**config.mk**
```make
export PLATFORM = sky130hd
export DESIGN_NAME = bcd_counter_display
export DESIGN_NICKNAME = d
export VERILOG_FILES = /design/src/rtl/bcd_counter_display.sv
export SDC_FILE = /design/constraint.sdc
export NUM_CORES = 1
export LEC_CHECK = 0
export ABC_AREA = 1
export BUFFER_PORTS_ARGS = -buffer_cell sky130_fd_sc_hd__buf_2
export CAP_MARGIN = 15
export CORE_UTILIZATION = 35
export DETAILED_ROUTE_END_ITERATION = 7
export GPL_TIMING_DRIVEN = 0
export SLEW_MARGIN = 20
export SYNTH_ARGS = -nofsm -noshare
export SYNTH_HDL_FRONTEND = slang
export SYNTH_SLANG_ARGS = --single-unit
```
**constraint.sdc**
```tcl
create_clock -name clk -period 2.25 [get_ports clk]
set_input_delay 0.45 -clock clk [delete_from_list [all_inputs] [get_ports clk]]
set_output_delay 0.45 -clock clk [all_outputs]
set_load 0.02 [all_outputs]
```
**src/rtl/bcd_counter_display.sv**
```systemverilog
// rtl/bcd_counter_display.sv - push-button BCD up/down counter with 7-segment decode
// Optional input debounce is enabled by defining COUNTER_DEBOUNCE_EN.
`timescale 1ns/1ps

module bcd_counter_display #(
  parameter int                  DIGITS      = 6,
  parameter logic [4*DIGITS-1:0] START_VALUE = 24'h000019,
  parameter bit                  WRAP        = 1'b0,
  parameter int                  DB_CYCLES   = 16
) (
  input  logic                  clk,
  input  logic                  reset,
  input  logic                  btn,
  input  logic                  up,
  input  logic                  load,
  input  logic [4*DIGITS-1:0]   load_value,
  output logic [4*DIGITS-1:0]   count_bcd,
  output logic [7*DIGITS-1:0]   seg,
  output logic                  zero,
  output logic                  at_max
);

  if (DIGITS < 1 || DIGITS > 8 || DB_CYCLES < 1 || DB_CYCLES > 65536) begin : g_param_check
    $error("bcd_counter_display: DIGITS or DB_CYCLES out of range");
  end

  typedef enum logic {
    WAIT_PRESS   = 1'b0,
    WAIT_RELEASE = 1'b1
  } btn_state_t;

  logic [1:0]    sync_q;
  logic [1:0]    sync_vld;
  logic          btn_sync;
  logic          btn_qual;
  logic          low_seen;
  btn_state_t    state;
  btn_state_t    state_next;
  logic          step;

  logic [4*DIGITS-1:0] inc_val;
  logic [4*DIGITS-1:0] dec_val;
  logic [4*DIGITS-1:0] load_clamped;
  logic                inc_carry;
  logic                dec_borrow;
  logic [3:0]          digit;
  logic [3:0]          ld_digit;

  // sync_vld marks when sync_q holds real samples of btn rather than reset zeros
  always_ff @(posedge clk or negedge reset) begin
    if (!reset) begin
      sync_q   <= '0;
      sync_vld <= '0;
    end else begin
      sync_q   <= {sync_q[0], btn};
      sync_vld <= {sync_vld[0], 1'b1};
    end
  end

  assign btn_sync = sync_q[1];

`ifdef COUNTER_DEBOUNCE_EN
  localparam int            CW      = (DB_CYCLES > 1) ? $clog2(DB_CYCLES) : 1;
  localparam logic [CW-1:0] DB_LAST = CW'(DB_CYCLES - 1);

  logic [CW-1:0] db_cnt;
  logic          db_level;

  // Any return to the accepted level restarts the stability window.
  always_ff @(posedge clk or negedge reset) begin
    if (!reset) begin
      db_cnt   <= '0;
      db_level <= 1'b0;
    end else if (btn_sync == db_level) begin
      db_cnt   <= '0;
    end else if (db_cnt == DB_LAST) begin
      db_cnt   <= '0;
      db_level <= btn_sync;
    end else begin
      db_cnt   <= db_cnt + 1'b1;
    end
  end

  assign btn_qual = db_level;
`else
  assign btn_qual = btn_sync;
`endif

  // Release only counts once a genuine low has come through the synchroniser.
  assign low_seen = sync_vld[1] & ~btn_sync & ~btn_qual;

  always_ff @(posedge clk or negedge reset) begin
    if (!reset) begin
      state <= WAIT_RELEASE;
    end else begin
      state <= state_next;
    end
  end

  always_comb begin
    state_next = state;
    step       = 1'b0;
    case (state)
      WAIT_PRESS: begin
        if (btn_qual) begin
          state_next = WAIT_RELEASE;
          step       = 1'b1;
        end
      end
      WAIT_RELEASE: begin
        if (low_seen) begin
          state_next = WAIT_PRESS;
        end
      end
      default: state_next = WAIT_RELEASE;
    endcase
  end

  always_comb begin
    inc_val      = '0;
    dec_val      = '0;
    load_clamped = '0;
    inc_carry    = 1'b1;
    dec_borrow   = 1'b1;
    digit        = '0;
    ld_digit     = '0;
    for (int i = 0; i < DIGITS; i++) begin
      digit    = count_bcd[4*i +: 4];
      ld_digit = load_value[4*i +: 4];

      if (inc_carry && digit == 4'd9) begin
        inc_val[4*i +: 4] = 4'd0;
      end else if (inc_carry) begin
        inc_val[4*i +: 4] = digit + 4'd1;
        inc_carry         = 1'b0;
      end else begin
        inc_val[4*i +: 4] = digit;
      end

      if (dec_borrow && digit == 4'd0) begin
        dec_val[4*i +: 4] = 4'd9;
      end else if (dec_borrow) begin
        dec_val[4*i +: 4] = digit - 4'd1;
        dec_borrow        = 1'b0;
      end else begin
        dec_val[4*i +: 4] = digit;
      end

      load_clamped[4*i +: 4] = (ld_digit > 4'd9) ? 4'd9 : ld_digit;
    end
  end

  // A carry (borrow) out of the top digit means every digit is 9 (0).
  assign at_max = inc_carry;
  assign zero   = dec_borrow;

  always_ff @(posedge clk or negedge reset) begin
    if (!reset) begin
      count_bcd <= START_VALUE;
    end else if (load) begin
      count_bcd <= load_clamped;
    end else if (step) begin
      if (up) begin
        if (WRAP || !at_max) begin
          count_bcd <= inc_val;
        end
      end else begin
        if (WRAP || !zero) begin
          count_bcd <= dec_val;
        end
      end
    end
  end

  function automatic logic [6:0] seg_of(input logic [3:0] d);
    case (d)
      4'd0:    seg_of = 7'b1000000;
      4'd1:    seg_of = 7'b1111001;
      4'd2:    seg_of = 7'b0100100;
      4'd3:    seg_of = 7'b0110000;
      4'd4:    seg_of = 7'b0011001;
      4'd5:    seg_of = 7'b0010010;
      4'd6:    seg_of = 7'b0000010;
      4'd7:    seg_of = 7'b1111000;
      4'd8:    seg_of = 7'b0000000;
      4'd9:    seg_of = 7'b0010000;
      default: seg_of = 7'b1111111;
    endcase
  endfunction

  always_comb begin
    seg = '1;
    for (int i = 0; i < DIGITS; i++) begin
      seg[7*i +: 7] = seg_of(count_bcd[4*i +: 4]);
    end
  end

endmodule
```
==> flow_summary.ini <==
[status]
status = complete, but fails checks
violations = design-rule violations

[synth]
syn_avg_cell_area_um2 = 6.473
netlist-cell-type-count = 40
yosys_warnings = 0
ys_seq_area_share_pct = 22.49
syn_inst = 502
synth_area_mm2 = 0.003249
ys_ff_latch = 29
ys_async_sr_fraction_pct = 100.0
synth-edff-count = 0
synth-main-ff-cell = dfrtp_1
synth_nets = 562

[sta]
period_minus_slack_ns = 2.187
fin_tns_setup_ns = 0
period_share_pct = 97.19
whs_ns = 0.1962
report.final.slew_viol_count = 0
relSlewSlack_pct = 52.08
worst_pin_slew_ns = 0.7188
skew_ns = 0.01496
hold_viol = 0
grt_setup_unrepaired = true
final-setup-viol-count = 0
fmax_mhz = 457.3

[route]
drc = 8
drt_first_pass_iters = 8
drt_wl_total_um = 9902
drt_iter0_markers = 223
avgViaCountPerCell = 5.138
wl_per_cell_um = 13.49
vias = 3771
final_antenna_net_count = 0

[floorplanning]
fp.dieH_um = 98.36
boundaryPins = 97
core.rowCount = 34
die_x_um = 98.36
die-area_mm2 = 0.009674
start_util_pct = 36.72
core_area_mm2 = 0.008848

[global_route]
antenna_found_initial = 0
grt_pass1_vias = 3334
track_usage_pct = 19.95
grt_max_degree = 30
grt_pass1_wl_um = 15710
grt-ovfl-total = 0

[power_and_ir_drop]
peakVddDrop_uv = 615.3
leakagePower_nw = 2.291
p_per_area_mw_per_mm2 = 1027

[cts]
root_buffer = clkbuf_8
htree_levels = 2
clkSinkCount = 29
cts-buffers-inserted = 5
clk_path_buf_depth = 2
clkLatencyLatePin_ns = 0.29
cts_tree = built
path_clk_slew_ns = 0.08
holdBufCountCts = 0

[worst_setup_path]
r2r_start = count_bcd[4]
r2r_setup_slack_ns = 0.09
crit_chain = ha_2 > nand3_4 > nor2_4 > nand4_4 > nor2_4 > buf_4
cpMaxStageDelayCell = dfstp_2
r2r_cells = 12
critPathMaxStageDelay_ns = 0.56
cp_data_required_time_ns = 1.80
endpoint_kind = output pin
cpMostUsedCell = nor2_4
arrival_ns = 1.74
cp_max_fo = 4
crit_type = reg -> out
worst_setup_path_start_kind = flip-flop
rr_endpoint = count_bcd[22]

[finish]
n_antenna_cell = 0
regArea_um2 = 743.2
syn2layout_area_growth_pct = 30.50
num-fill-cells = 930
layout_commonest_cell = nand2_1
mostFrequentLayoutCells = nand2_1, buf_2, o21ai_0, nor2_1
num-nets-final = 685
multiInputGateArea_mm2 = 0.002365
final_layout_size_suffix_gt1_share_pct = 31.47

[min_path]
hp-class = in -> async

[place]
place_congestion = 0.8873
numPortBuffers = 95
dpl.hpwl_um = 7467

[flow_run]
drv_cap = 0
-- state kept, by name, summed over array words and instances (netlist names) --
name,cells
sync_vld,2
count_bcd,24
state,1
sync_q,2
-- worst max-delay path: cells and delay by family (launching register included) --
kind	cells	cell delay, ns
and+or+nand+nor	4	0.53
DFF	1	0.56
buffers and inverters	1	0.16
adders and majority gates	1	0.21
-- power breakdown --
part,internal [mW],switching [mW],total (mW)
Sequential,0.658,0.186,0.844
Combinational,1.08,1.94,3.02
Clock,0.276,0.216,0.493
-- cells by family after synthesis --
family                     count (synthesis)  share of synthesized area, %
and+or+nand+nor                          274                         37.93
AOI/OAI and AO/OA                         94                         16.75
buffers and inverters                     62                         7.817
adders and majority gates                 31                         11.94
DFF                                       29                         22.49
xor gates and xnor gates                  11                         2.965
other                                      1                        0.1154
-- worst max path at each step --
stage	from	to	slack (ns)	cells after the start
after detailed placement	count_bcd[0]	count_bcd[22]	0.01	11
after global placement	count_bcd[0]	count_bcd[22]	0.02	11
after floorplan	count_bcd[20]	seg[40]	0.03	3
after global routing	count_bcd[4]	count_bcd[23]	-0.02	12
after CTS	count_bcd[20]	seg[38]	0.01	6
final	count_bcd[0]	at_max	0.06	6
-- final cells by class --
class | count | share of cell area [%]
buffer | 12 | 1.475
clock buffer | 7 | 2.272
clock inverter | 1 | 0.1180
inverter | 50 | 4.603
multi-input combinational | 411 | 55.77
sequential | 29 | 17.53
tap | 108 | 3.187
timing repair buffer | 116 | 15.05
-- cell usage after synthesis, types with 2 or more instances --
cell / n / area share [%]
ha_1: 31 / 12
buf_2: 4 / 0.62
clkbuf_1: 6 / 0.69
o21bai_1: 2 / 0.46
dfstp_2: 4 / 3.2
xnor2_1: 2 / 0.54
xor2_1: 9 / 2.4
dfrtp_1: 25 / 19
nand3_1: 39 / 6.0
o221ai_1: 3 / 0.81
nor2_2: 2 / 0.38
or2_2: 3 / 0.58
nand2_1: 157 / 18
nand2_2: 8 / 1.5
inv_2: 5 / 0.58
inv_1: 44 / 5.1
a21oi_1: 16 / 2.5
o211ai_1: 12 / 2.8
nor2_1: 50 / 5.8
o21ai_1: 3 / 0.46
o311ai_0: 5 / 1.3
nor2_4: 6 / 2.1
o21ai_0: 49 / 7.5
-- layer usage --
metal / GRT usage (%) / vias up / routed length, um
li1: - / 1887 / -
met1: 26.63 / 1737 / 4558
met3: 3.150 / 11 / 546
met5: 0 / - / 0
met2: 33.48 / 136 / 4688
met4: 5.396 / 0 / 108
-- per-stage QoR --
step / total power [mW] / worst slack, ns / std cells / util, % / instance area (um2)
floorplan: 2.771 / 0.02876 / 502 / - / 3249
global placement: 3.594 / 0.01810 / 705 / 43.62 / 3860
detailed placement: 3.614 / 0.01056 / 705 / 43.62 / 3860
CTS: 4.213 / 0.01483 / 719 / 46.11 / 4080
global route: 4.697 / -0.01878 / 734 / 47.92 / 4240
finish: 4.355 / 0.06328 / 734 / 47.92 / 4240
-- repair_timing --
item,CTS,global route
endpoints found under the hold margin,0,0
setup endpoints to repair,7,34
buffers inserted,6,15
pin swaps,4,4
resized for setup,30,20
Note: power is estimated with default switching activity, not from simulation.
